### src/rtl/twowire_pkg.sv
// Shared definitions for the Two-Wire Debug Connect sequence (host generator and DTM monitor).
package twowire_pkg;

  localparam logic [5:0] LFSR_TAPS = 6'h30;
  localparam logic [5:0] LFSR_INIT = 6'h29;

  localparam int unsigned CONNECT_LFSR_BITS = 64;
  localparam int unsigned ADDR_BITS         = 4;

  typedef enum logic [1:0] {
    StIdle,
    StPre,
    StSeq,
    StAddr
  } conn_state_e;

  function automatic logic [5:0] lfsr_step(input logic [5:0] s);
    return {s[4:0], ^(s & LFSR_TAPS)};
  endfunction

  // Address frame is addr MSB-first followed by its complement MSB-first.
  function automatic logic addr_frame_bit(input logic [3:0] addr, input logic [2:0] idx);
    logic [7:0] frame;
    frame = {addr, ~addr};
    return frame[3'd7 - idx];
  endfunction

endpackage

### src/rtl/twowire_lfsr6.sv
// 6-bit Connect LFSR with load/advance enables; shared by the host generator and DTM monitor.
module twowire_lfsr6
  import twowire_pkg::*;
(
  input  logic clk_i,
  input  logic drst_ni,
  input  logic load_i,
  input  logic adv_i,
  output logic bit_o,
  output logic next_bit_o
);

  logic [5:0] lfsr_q, lfsr_d;

  always_comb begin
    lfsr_d = lfsr_q;
    if (load_i) begin
      lfsr_d = LFSR_INIT;
    end else if (adv_i) begin
      lfsr_d = lfsr_step(lfsr_q);
    end
  end

  always_ff @(posedge clk_i or negedge drst_ni) begin
    if (!drst_ni) begin
      lfsr_q <= LFSR_INIT;
    end else begin
      lfsr_q <= lfsr_d;
    end
  end

  assign bit_o      = lfsr_q[5];
  // MSB after the next advance, so a bit can be launched in the same cycle the LFSR steps.
  assign next_bit_o = lfsr_q[4];

endmodule

### src/rtl/twowire_host_connect_gen.sv
// Host-side Two-Wire Debug Connect generator: preamble, 64 LFSR bits, address and complement
// serialised on DIO, with DCK derived from clk by integer division.
module twowire_host_connect_gen
  import twowire_pkg::*;
#(
  parameter int unsigned PREAMBLE_LEN = 8,
  parameter int unsigned CLKDIV       = 2
) (
  input  logic       clk,
  input  logic       drst_n,
  input  logic       start,
  input  logic       abort,
  input  logic [3:0] mdropaddr,
  output logic       busy,
  output logic       done,
  output logic       dck_out,
  output logic       dio_out,
  output logic       dio_oe
);

  localparam logic [7:0] DivLast  = 8'(CLKDIV - 1);
  localparam logic [7:0] PreLast  = 8'(PREAMBLE_LEN - 1);
  localparam logic [7:0] SeqLast  = 8'(CONNECT_LFSR_BITS - 1);
  localparam logic [7:0] AddrLast = 8'(2 * ADDR_BITS - 1);

  conn_state_e state_q, state_d;
  logic [7:0]  div_q, div_d;
  logic [7:0]  bit_q, bit_d;
  logic [7:0]  bit_inc;
  logic [3:0]  addr_q, addr_d;
  logic        abort_q, abort_d;
  logic        busy_q, busy_d;
  logic        done_q, done_d;
  logic        dck_q, dck_d;
  logic        dio_q, dio_d;
  logic        to_idle;
  logic        lfsr_load, lfsr_adv;
  logic        lfsr_bit, lfsr_next_bit;

  twowire_lfsr6 u_lfsr (
    .clk_i      (clk),
    .drst_ni    (drst_n),
    .load_i     (lfsr_load),
    .adv_i      (lfsr_adv),
    .bit_o      (lfsr_bit),
    .next_bit_o (lfsr_next_bit)
  );

  always_comb begin
    state_d   = state_q;
    div_d     = div_q;
    bit_d     = bit_q;
    addr_d    = addr_q;
    abort_d   = abort_q;
    busy_d    = busy_q;
    done_d    = 1'b0;
    dck_d     = dck_q;
    dio_d     = dio_q;
    to_idle   = 1'b0;
    lfsr_load = 1'b0;
    lfsr_adv  = 1'b0;
    bit_inc   = bit_q + 8'd1;

    if (state_q == StIdle) begin
      abort_d = 1'b0;
      if (start) begin
        state_d   = StPre;
        addr_d    = mdropaddr;
        busy_d    = 1'b1;
        dck_d     = 1'b0;
        dio_d     = 1'b0;
        div_d     = '0;
        bit_d     = '0;
        lfsr_load = 1'b1;
      end
    end else begin
      abort_d = abort_q | abort;
      if (div_q != DivLast) begin
        div_d = div_q + 8'd1;
      end else begin
        div_d = '0;
        dck_d = ~dck_q;
        // A falling DCK edge is the bit boundary: launch the next bit or leave.
        if (dck_q) begin
          bit_d = bit_inc;
          if (abort_q || abort) begin
            to_idle = 1'b1;
          end else begin
            unique case (state_q)
              StPre: begin
                if (bit_q == PreLast) begin
                  state_d = StSeq;
                  bit_d   = '0;
                  dio_d   = lfsr_bit;
                end else begin
                  dio_d = 1'b0;
                end
              end
              StSeq: begin
                lfsr_adv = 1'b1;
                if (bit_q == SeqLast) begin
                  state_d = StAddr;
                  bit_d   = '0;
                  dio_d   = addr_q[ADDR_BITS-1];
                end else begin
                  dio_d = lfsr_next_bit;
                end
              end
              StAddr: begin
                if (bit_q == AddrLast) begin
                  to_idle = 1'b1;
                  done_d  = 1'b1;
                end else begin
                  dio_d = addr_frame_bit(addr_q, bit_inc[2:0]);
                end
              end
              default: ;
            endcase
          end
        end
      end
    end

    if (to_idle) begin
      state_d = StIdle;
      busy_d  = 1'b0;
      dio_d   = 1'b0;
      bit_d   = '0;
      abort_d = 1'b0;
    end
  end

  always_ff @(posedge clk or negedge drst_n) begin
    if (!drst_n) begin
      state_q <= StIdle;
      div_q   <= '0;
      bit_q   <= '0;
      addr_q  <= '0;
      abort_q <= 1'b0;
      busy_q  <= 1'b0;
      done_q  <= 1'b0;
      dck_q   <= 1'b0;
      dio_q   <= 1'b0;
    end else begin
      state_q <= state_d;
      div_q   <= div_d;
      bit_q   <= bit_d;
      addr_q  <= addr_d;
      abort_q <= abort_d;
      busy_q  <= busy_d;
      done_q  <= done_d;
      dck_q   <= dck_d;
      dio_q   <= dio_d;
    end
  end

  assign busy    = busy_q;
  assign done    = done_q;
  assign dck_out = dck_q;
  assign dio_out = dio_q;
  assign dio_oe  = busy_q;

endmodule

### config.mk
export PLATFORM = sky130hd
export DESIGN_NAME = twowire_host_connect_gen
export DESIGN_NICKNAME = d
export VERILOG_FILES = /design/src/rtl/twowire_pkg.sv /design/src/rtl/twowire_lfsr6.sv /design/src/rtl/twowire_host_connect_gen.sv
export SDC_FILE = /design/constraint.sdc
export NUM_CORES = 1
export LEC_CHECK = 0
export ABC_AREA = 0
export CAP_MARGIN = 10
export CORE_MARGIN = 4
export CORE_UTILIZATION = 55
export CTS_BUF_LIST = sky130_fd_sc_hd__clkbuf_8
export DETAILED_ROUTE_END_ITERATION = 10
export PLACE_DENSITY = 0.79
export SLEW_MARGIN = 20
export SYNTH_ARGS = -nofsm -noshare
export SYNTH_HDL_FRONTEND = slang
export SYNTH_SLANG_ARGS = --single-unit
### constraint.sdc
create_clock -name clk -period 1.8 [get_ports clk]
set_clock_uncertainty 0.05 [all_clocks]
set_input_delay 0.18 -clock clk [delete_from_list [all_inputs] [get_ports clk]]
set_output_delay 0.18 -clock clk [all_outputs]
set_load 0.05 [all_outputs]
* After elaboration in Yosys (flattened, before gate mapping)
Index checks and enable logic that the tools add are counted.
Word-level totals: output and inout port bits 5, register bits 33
Cells by class: $lt $le $gt $ge 1, equal/unequal tests 14, reduce and logical (&&, ||, !) cells 15, muxes and demuxes 58, bitwise logic cells 3, $add $sub $neg 3
Operators with widths (count):
- 2-to-1 mux 8 bit | 10
- 2-to-1 mux 1 bit | 34
- adder 8 x 1 -> 8 bit (second input constant) | 2
- 2-to-1 mux 2 bit | 8
- case mux 8 bit (2 select lines) | 1
- 2-to-1 mux 6 bit | 2
- inequality test 4 bit (second input constant) | 3
- inequality test 3 bit (second input constant) | 3
- == test 8 x 3 -> 1 bit (second input constant) | 1
- == test 8 x 6 -> 1 bit (second input constant) | 1
- inequality test 8 x 1 -> 1 bit (second input constant) | 1
- AND reduction 7 bit | 1
- AND reduction 2 bit | 3
- AND reduction 6 bit | 1
- nonzero test 2 bit | 3
- parity 6 bit | 1
- nonzero test 5 bit | 1
- == test 2 bit (second input constant) | 2
- less-than comparator 3 x 4 -> 1 bit (second input constant) | 1
- inequality test 2 bit (second input constant) | 2
- inverter 4 bit | 1
- case mux 2 bit (2 select lines) | 1
- nonzero test 4 bit | 1
- binary-select mux 1 bit (select 3 bit) | 1
- 9 further kinds | 9

* Longest topological paths before layout
Gate-level depths: netlist (run 1).
depth in word-level cells 11, mapped depth 10

* Modules after synthesis
Synthesis (run 1) repeated with hierarchy kept, for this count alone.
Unflattened totals: cells, all modules 179, area, all modules 1825.5 um^2
Modules (own cells, without submodules):
- twowire_host_connect_gen | area an instance 1567.8 um^2, instances 1, cells an instance 158
- twowire_lfsr6 | area an instance 257.7 um^2, instances 1, cells an instance 21

* Worst setup path before layout (run 1)
No wires, ideal clock.
path type register -> register, start point register state_q[0], end point register bit_q[2], slack -0.098 ns, data arrival time 1.726 ns, cell stages (with the launch flop) 11, required time 1.628 ns, buffers on the path 3, cell sequence dfrtp_1 > inv_1 > ha_1 > buf_2 > and2_1 > buf_2 > a31oi_1 > buf_4 > nor3b_1 > o221ai_1 > nand2_1
Between the ends: word-level cells in the longest chain between the ends 8, elaborated cells between the ends (all ways) 19
Ends and longest elaborated chain:
- start, declared | RTL line twowire_host_connect_gen.sv:26 | conn_state_e state_q, state_d;
- start signal, assigned | RTL line twowire_host_connect_gen.sv:135 | state_q <= StIdle;
- start signal, assigned | RTL line twowire_host_connect_gen.sv:145 | state_q <= state_d;
- == test 2 bit | RTL line twowire_host_connect_gen.sv:89 | unique case (state_q)
- 2-to-1 mux 1 bit | RTL line twowire_host_connect_gen.sv:89
- 2-to-1 mux 1 bit | RTL line twowire_host_connect_gen.sv:86 | if (abort_q || abort) begin
- 2-to-1 mux 1 bit | RTL line twowire_host_connect_gen.sv:84 | if (dck_q) begin
- 2-to-1 mux 1 bit | RTL line twowire_host_connect_gen.sv:78 | if (div_q != DivLast) begin
- 2-to-1 mux 1 bit | RTL line twowire_host_connect_gen.sv:64 | if (state_q == StIdle) begin
- inequality test 3 bit (no source line) or nonzero test 3 bit (tied branches)
- AND reduction 3 bit (no source line)
- end signal, assigned | RTL line twowire_host_connect_gen.sv:147 | bit_q <= bit_d;
- end, declared | RTL line twowire_host_connect_gen.sv:28 | logic [7:0] bit_q, bit_d;
Parallel ways exist; a longest one is shown, timed or not. The select of a mux whose other input is x is not followed. A chain may end at the register's enable or synchronous reset.

* Worst setup path in the final report (run 1)
start point register bit_q[1], end point register bit_q[7]
Between the ends: word-level cells in the longest chain between the ends 9, elaborated cells between the ends (all ways) 21
Ends and longest elaborated chain:
- branches (longest 9 deep; another with adder 8 x 1 -> 8 bit)
Parallel ways; which one is timed is not known. The select of a mux whose other input is x is not followed.

==> impl_summary.txt, run 1 <==
----------------------------------------------------
[Run status]
  Result of the run ... finished with violations
  Violations in the final reports ... setup timing

[Clocking]
  Sink Count ... 33
  Root buffer cell ... clkbuf_8
  Clock latency at the later pin of the worst-skew pair ... approximately 0.30 ns
  CTS buffer count ... 5
  CTS tree ... yes
  H-tree levels ... 2
  Buffer depth of the longest clock path ... 2
  Clock transition at path regs ... 0.08 ns

[Floorplan]
  Core ar. ... about 0.0032 mm^2
  Initial core utilization ... 59.80%
  Number of rows created at floorplan ... 20
  Die area ... about 0.0044 mm^2
  Count of pins on the block boundary ... 13
  Width of the die ... 66.55 um
  Y dimension of the die ... approximately 67 um

[Timing]
  Smallest hold slack ... 0.2325 ns
  Shortest period the worst path allows ... around 1.9 ns
  Unrepaired setup endpoints after global routing ... yes
  Portion of the clock cycle consumed by the worst path in the final layout ... 107.2%
  Setup slack of the critical path after layout ... -0.1294 ns
  Worst rel slew slack ... 66.45%
  Fmax ... between 500 and 600 MHz
  Final Hold Fails ... 0
  Count of endpoints failing setup in the final report ... 12
  Max-slew violations ... 0
  Tightest Pin Transition ... 0.5017 ns

[Logic synthesis]
  Sequential element share of the synthesized area ... 43.99%
  Post-synthesis cell area ... 0.001886 mm^2
  Gate count of the mapped netlist ... between 150 and 200
  Post-synth net total ... 210
  Yosys cell types ... 48
  Ranking of synthesized cells by area ... dfrtp_1 (40%), nand2_1 (5.0%), ha_1 (4.6%), nor2_1 (4.6%), dfstp_2 (4.2%)
  Count of flip-flops with a built-in enable after synthesis ... 0
  List of most frequent post-synthesis cells ... dfrtp_1 (30), nand2_1 (25), nor2_1 (23)
  Most frequent cell after synthesis ... dfrtp_1
  Avg Synthesized Cell Area ... ~9.7 um^2
  Share of flip-flops with an asynchronous set or reset after synthesis ... between 90% and 100%
  Most used DFF post-synth ... dfrtp_1
  Cell taking the most area after synthesis ... dfrtp_1
  Synthesis-stage register bit count ... 33
  Proportion of netlist area held by the largest area contributor ... between 30% and 40%
  Warnings, synthesis ... 0

[Pwr]
  Net switching share of the total power ... between 40% and 50%
  P_leak ... 1.167 nW
  Power spent charging and discharging nets ... roughly 1.8 mW
  Worst IR Drop VDD ... between 0.001 and 0.0015 V
  Logic pwr share ... between 50% and 60%
  Pwr dens ... between 1500 and 2000 mW/mm^2
  Sequential fraction of design power ... between 20 and 30%
  Clock group share of total power ... between 10% and 20%
  Overall Power ... 4.247 mW
  Internal power contribution ... approximately 2.5 mW

[Critical path]
  Cells on worst reg2reg path ... 6
  Critical path startpoint category ... register
  Maximum fanout count along the critical path ... 5
  Setup slack on the worst flop-to-flop path ... -0.13 ns
  Largest stage delay on the critical path ... 0.42 ns
  Critical Setup Path Class ... reg2reg
  CP top delay family ... simple AND/OR/NAND/NOR gates
  Data arrival, critical path ... 2.06 ns
  Count of buffer and inverter cells on the critical path ... 0
  Crit end category ... register
  Ordered list of cells on the worst path ... ha_4 -> nand4bb_4 -> nor4_4 -> o2111ai_4 -> a21oi_4 -> nor2_1
  Worst path depth ... 6
  Data required time at the worst endpoint ... between 1.5 and 2 ns
  Master of the slowest instance on the critical path ... dfrtp_1

[Global routing]
  Total global routing overflow ... 0
  Global-route wire length before repair ... ~8 mm
  Initial antenna violation count ... 0
  Vias in the first global route ... around 1800
  Pin count of the biggest net entering global routing ... 34
  Total track usage ... 24.99%

[Placement]
  Weighted congestion at the end of routability-driven global placement ... ~0.90
  Port buffer count ... 12
  Half-perimeter wire length after placement ... about 3.1 mm

[Job]
  Maxcap violations ... 0

[Route]
  Total number of vias ... between 1500 and 2000
  ANT nets after route ... 0
  DRC violation total after the first TritonRoute iteration ... between 100 and 150
  Final routed wire length divided by cell count ... 18.97 um
  Detailed-route vias per instance ... 6.017
  Detailed Routing Iterations Pass 1 ... 4
  Post-route DRC violation count ... 0
  Routed wire length ... between 5 and 6 mm

[Final layout]
  Antenna diode count ... 0
  Proportion of layout cells with a drive suffix above 1 ... roughly 39%
  Area added between synthesis and finish ... 38.09%
  Count of nets after finishing ... 260

[Hold path]
  Worst min-delay path class ... in2async

----------------------------------------------------
-- kinds of logic (layout without fill, tap and decap cells) --
logic type	after synthesis	in the layout	share of synthesized area [%]
AO/OA/AOI/OAI	38	39	14.47
XOR/XNOR	11	11	5.109
adder cells (fa/ha/maj)	7	7	4.645
buffers and inverters	17	67	4.645
flip-flops	33	33	43.99
multiplexers	2	2	1.792
AND/OR/NAND/NOR	87	87	25.35
-- power by group through the flow --
stage	clock network (mW)	logic, mW	registers (mW)
after floorplan	0	1.10	1.18
after CTS	0.743	1.96	1.08
after detailed placement	0	1.80	1.09
after global placement	0	1.72	1.07
after global routing	0.778	2.57	1.12
final	0.733	2.42	1.10
-- worst paths after layout --
path | from | to
min in group clk | mdropaddr[1] | addr_q[1]
hold reg to reg | u_lfsr.lfsr_q[3] | u_lfsr.lfsr_q[3]
max in group asynchronous | drst_n | u_lfsr.lfsr_q[0]
setup / recovery | bit_q[1] | bit_q[7]
hold / removal | drst_n | done
setup reg to reg | bit_q[1] | bit_q[7]
-- placed cells by master (no fill, tap or decap), types with 4 or more instances in the layout --
cell type,netlist,layout
buf_4,3,39
dfrtp_1,30,29
nand2_1,25,25
nor2_1,23,21
nand3_1,12,10
clkdlybuf4s50_1,0,10
inv_1,8,9
o21ai_0,9,9
xnor2_1,7,6
clkbuf_8,0,6
and3_1,5,5
xor2_1,4,4
-- layout make-up --
cell class                 count  area [um^2]
tap                           44        55.05
sequential                    33        830.8
inverter                       8        30.03
timing repair buffer          51        416.7
fill                         192        549.3
clock inverter                 2        33.78
clock buffer                   6        82.58
multi-input combinational    146         1155
-- routing by layer --
layer,up-vias,routed length [um],GRT usage [%]
met5,-,0,0
met4,0,210,13.45
met3,20,302,6.577
met2,73,2893,42.33
met1,864,2093,28.49
li1,788,-,-
-- what timing repair did --
action / 4_1_cts / 5_1_grt
setup buffers: 2 / 7
gates resized for setup: 11 / 24
pin swaps: 4 / 15
setup endpoints to repair: 12 / 20
cloned: 1 / 0
hold buffers: 0 / 0
-- registers in the layout, summed over array words and instances (netlist names), 2 cells and up --
name and cells:
div_q 8, addr_q 4, state_q 2, u_lfsr.lfsr_q 6
bit_q 8
-- per-stage QoR --
stage	cells	setup slack (ns)	utilization, %	instance area, um^2	setup TNS (ns)
after floorplan	195	-0.01366	-	1917	-0.01366
after global placement	272	-0.03734	71.47	2253	-0.05169
after detailed placement	272	-0.1100	71.47	2253	-0.6720
after CTS	283	-0.02424	77.78	2452	-0.06000
after global routing	290	-0.2086	82.58	2604	-2.176
final	290	-0.1294	82.58	2604	-1.143
-- worst register-to-register path, delay by kind of cell, from the launching register on --
kind,cells,cell delay (ns)
AO/OA/AOI/OAI,2,0.53
flip-flops,1,0.42
adder cells (fa/ha/maj),1,0.17
AND/OR/NAND/NOR,3,0.64
Note: power is estimated with default switching activity, not from simulation.
==> inputs of run 2 (changes only) <==
--- a/config.mk
+++ b/config.mk
@@ -10,6 +10,6 @@
 export CORE_MARGIN = 4
-export CORE_UTILIZATION = 55
+export CORE_UTILIZATION = 54
 export CTS_BUF_LIST = sky130_fd_sc_hd__clkbuf_8
 export DETAILED_ROUTE_END_ITERATION = 10
-export PLACE_DENSITY = 0.79
+export PLACE_DENSITY = 0.78
 export SLEW_MARGIN = 20
@@ -17,2 +17,3 @@
 export SYNTH_HDL_FRONTEND = slang
+export SYNTH_HIERARCHICAL = 1
 export SYNTH_SLANG_ARGS = --single-unit
==> constraint.sdc (replaced) <==
create_clock -name clk -period 1.8 [get_ports clk]
set_clock_uncertainty 0.05 [all_clocks]
set_input_delay 0.36 -clock clk [delete_from_list [all_inputs] [get_ports clk]]
set_output_delay 0.36 -clock clk [all_outputs]
set_load 0.05 [all_outputs]
==> run 2 against run 1 <==
  * The run still ends with setup timing left
  * Clock-buffer cell count decreased by 1
  * Fmax down 15%
  * Highest routed layer unchanged
  * First-iteration DRC count increased by 100%
  * Critical path depth up 1
  * Worst hold slack better by 0.20 ns
  * Final cell count grew 2.1%
  * Wire length up 35%
  * Register-to-register slack got worse by 0.35 ns
  * Flip-flop and latch count unchanged
  * Clock power shrank 26%
  * Critical endpoint is now dio_out
  * Non-clock buffer count up 16
==> impl_summary.txt, run 2 <==
----------------------------------------------------
[Critical path]
  Maximum fanout count along the critical path ... 4 (-1)
  Worst path depth ... 7 (+1)
  Data required time at the worst endpoint ... 1.89 ns (-0.04 ns)
  Data arrival, critical path ... 2.36 ns (+0.30 ns)
  Count of buffer and inverter cells on the critical path ... 1 (+1)
  Critical path startpoint category ... register
  Cells on worst reg2reg path ... 7 (+1)
  FF-to-FF Start ... state_q[0]
  CP top delay family ... compound AO/OA/AOI/OAI gates
  Ordered list of cells on the worst path ... buf_4 -> ha_4 -> or4b_4 -> o21a_4 -> and3_1 -> o211ai_1 -> o21ai_1
  Master of the slowest instance on the critical path ... or4b_4
  Crit end category ... register
  Endpoint of the lowest-slack register-to-register path ... dio_out
  Setup slack on the worst flop-to-flop path ... -0.48 ns (-0.35 ns)
  Largest stage delay on the critical path ... 0.50 ns (+0.08 ns)
  Critical Setup Path Class ... reg2reg

[Pwr]
  Pwr dens ... 1313 mW/mm^2 (-19%)
  Worst IR Drop VDD ... 0.001279 V (+16%)
  Power spent charging and discharging nets ... 1.569 mW (-12%)
  Net switching share of the total power ... 42.87% (+0.92 points)
  Internal power contribution ... 2.091 mW (-15%)
  Clock group share of total power ... 14.7% (-2.6 points)
  Sequential fraction of design power ... 28.1% (+2.2 points)
  P_leak ... 1.194 nW (+2.3%)
  Logic pwr share ... 57.2% (+0.3 points)
  Overall Power ... 3.661 mW (-14%)

[Logic synthesis]
  Gate count of the mapped netlist ... 179 (-8.2%)
  Post-synthesis cell area ... 0.001826 mm^2 (-3.2%)
  List of most frequent post-synthesis cells ... dfrtp_1 (30), nor2_1 (21), nand2_1 (13), o21ai_0 (13), nand3_1 (11)
  Post-synth net total ... 194 (-7.6%)
  Most frequent cell after synthesis ... dfrtp_1
  Warnings, synthesis ... 6 (+6)
  Count of flip-flops with a built-in enable after synthesis ... 0 (unchanged)
  Share of flip-flops with an asynchronous set or reset after synthesis ... 100.0% (unchanged)
  Avg Synthesized Cell Area ... 10.20 um^2 (+5.5%)
  Yosys cell types ... 49 (+2.1%)
  Proportion of netlist area held by the largest area contributor ... 41.12% (+1.3 points)
  Synthesis-stage register bit count ... 33 (unchanged)
  Ranking of synthesized cells by area ... dfrtp_1 (41%), ha_1 (4.8%), xnor2_1 (4.8%), dfstp_2 (4.3%), nor2_1 (4.3%)
  Most used DFF post-synth ... dfrtp_1
  Cell taking the most area after synthesis ... dfrtp_1
  Sequential element share of the synthesized area ... 45.44% (+1.4 points)

[Clocking]
  CTS tree ... yes
  H-tree levels ... 2 (unchanged)
  Sink Count ... 33 (unchanged)
  Buffer depth of the longest clock path ... 2 (unchanged)
  Clock latency at the later pin of the worst-skew pair ... 0.29 ns (about the same)
  Count of hold-fix buffers inserted at cts ... 0 (unchanged)
  CTS buffer count ... 5 (unchanged)
  Clock transition at path regs ... 0.07 ns (about the same)
  Root buffer cell ... clkbuf_8

[Floorplan]
  Die area ... 0.004375 mm^2 (-1.2%)
  Width of the die ... 66.14 um (-0.62%)
  Y dimension of the die ... 66.14 um (-0.62%)
  Core ar. ... 0.003153 mm^2 (unchanged)
  Number of rows created at floorplan ... 20 (unchanged)
  Count of pins on the block boundary ... 13 (unchanged)
  Initial core utilization ... 57.90% (-1.9 points)

[Timing]
  Max-slew violations ... 0 (unchanged)
  Unrepaired setup endpoints after global routing ... yes
  Worst rel slew slack ... 53.57% (-13 points)
  Final Hold Fails ... 0 (unchanged)
  Fmax ... 439.2 MHz (-15%)
  Portion of the clock cycle consumed by the worst path in the final layout ... 126.5% (+19 points)
  Tightest Pin Transition ... 0.6939 ns (+0.1922 ns)
  Accumulated negative setup slack ... -5.330 ns (-4.187 ns)
  Setup slack of the critical path after layout ... -0.4770 ns (-0.3476 ns)
  Count of endpoints failing setup in the final report ... 28 (+16)
  Shortest period the worst path allows ... 2.277 ns (+0.3476 ns)

[Final layout]
  Commonest cells after routing, fill and taps aside ... buf_4 (55), dfrtp_1 (29), nor2_1 (18)
  Multi-input combinational cell area ... 0.001249 mm^2 (+8.1%)
  Count of nets after finishing ... 266 (+2.3%)
  Most common cell after layout, fill and taps aside ... buf_4
  Largest regs ... bit_q: 8 flops, div_q: 8 flops, u_lfsr/lfsr_q: 6 flops
  Count of fill cells added during filler insertion ... 155 (-19%)
  Total area of sequential cells ... 830.8 um^2 (unchanged)
  Proportion of layout cells with a drive suffix above 1 ... 50.40% (+12 points)
  Area added between synthesis and finish ... 52.71%
  Post-route design area ... 0.002788 mm^2 (+7.1%)
  Antenna diode count ... 0 (unchanged)

[Placement]
  Half-perimeter wire length after placement ... 3.263 mm (+5.0%)
  Weighted congestion at the end of routability-driven global placement ... 1.026 (+14%)
  Port buffer count ... 12 (unchanged)
  Placed inst area ... 0.002307 mm^2 (+2.4%)

[Route]
  Detailed-route vias per instance ... 6.841 (+14%)
  Total number of vias ... 2025 (+16%)
  DRC violation total after the first TritonRoute iteration ... 226 (+100%)
  Routed wire length ... 7.402 mm (+35%)
  Post-route DRC violation count ... 0 (unchanged)
  ANT nets after route ... 0 (unchanged)
  Detailed Routing Iterations Pass 1 ... 5 (+1)
  Final routed wire length divided by cell count ... 25.01 um (+32%)

[Global routing]
  Total global routing overflow ... 0 (unchanged)
  Initial antenna violation count ... 0 (unchanged)
  Global-route wire length before repair ... 9.128 mm (+12%)
  Pin count of the biggest net entering global routing ... 34 (unchanged)
  Total track usage ... 28.43% (+3.4 points)
  Vias in the first global route ... 1851 (+4.3%)

[Hold path]
  Worst min-delay path class ... in2async

[Job]
  Maxcap violations ... 0 (unchanged)

[Run status]
  Violations in the final reports ... setup timing
  Result of the run ... finished with violations

----------------------------------------------------
## run 2: changes by cell type after synthesis, sizes merged, moves of 5 or more
cell	previous run	this run
mux2	1	6
buf	8	3
nand2	25	13
mux2i	0	5
and3	5	10
## run 2: layer usage
metal	vias up	global-route usage, %	part of all wire [%]
met2	199	46.72	47
met1	953	33.44	34
met3	82	5.612	10
met4	0	18.53	8.8
met5	-	0	0
li1	791	-	-
## run 2: cell families after synthesis
| group | Yosys count | share of synthesized area (%) |
|---|---|---|
| buffers and inverters | 12 | 3.495 |
| AND/OR/NAND/NOR | 73 | 22.07 |
| flip-flops | 33 | 45.44 |
| XOR/XNOR | 11 | 5.277 |
| adder cells (fa/ha/maj) | 7 | 4.798 |
| multiplexers | 12 | 7.676 |
| AO/OA/AOI/OAI | 31 | 11.24 |
## run 2: through the flow
stage                     setup WS, ns  std cells  util (%)  hold slack [ns]
after floorplan                -0.2249        179         -          0.01441
after global placement         -0.2351        275     73.17           0.4249
after detailed placement       -0.3360        275     73.17           0.4488
after CTS                      -0.2289        289     82.38           0.4395
after global routing           -0.4959        296     88.41           0.4659
final                          -0.4770        296     88.41           0.4315
## run 2: how the worst max path moves through the flow
stage / start / end / slack [ns]
final: state_q[0] / dio_out / -0.48
after global routing: div_q[1] / bit_q[2] / -0.50
after global placement: div_q[1] / bit_q[7] / -0.24
after detailed placement: div_q[1] / bit_q[7] / -0.34
after CTS: div_q[1] / bit_q[7] / -0.23
after floorplan: dck_out / bit_q[7] / -0.22
## run 2: layout make-up
type,instances,share of cell area (%)
repair buffers,67,19.34
inverters,8,1.122
clock buffers,5,2.469
well taps,44,1.975
multi-input cells,136,44.79
clock inverters,3,0.4937
flip-flops and latches,33,29.80
## run 2: power groups by stage
stage	logic, mW	registers [mW]	clock network [mW]
4_1_cts	1.62	0.990	0.539
6_report	2.09	1.03	0.539
3_3_place_gp	1.33	0.983	0
3_5_place_dp	1.38	1.00	0
5_1_grt	2.16	1.04	0.575
2_1_floorplan	0.747	1.09	0
## run 2: worst register-to-register path: stages (launching register included)
cell and delay [ns]:
dfrtp_1 0.36, buf_4 0.13, ha_4 0.15, or4b_4 0.50, o21a_4 0.24, and3_1 0.18
o211ai_1 0.35, o21ai_1 0.18
## run 2: repair_timing
action / 4_1_cts / 5_1_grt
hold endpoints to repair: 0 / 0
cloned: 1 / 1
pin swaps: 17 / 9
gates resized for setup: 35 / 28
setup buffers: 5 / 6
setup endpoints to repair: 19 / 28
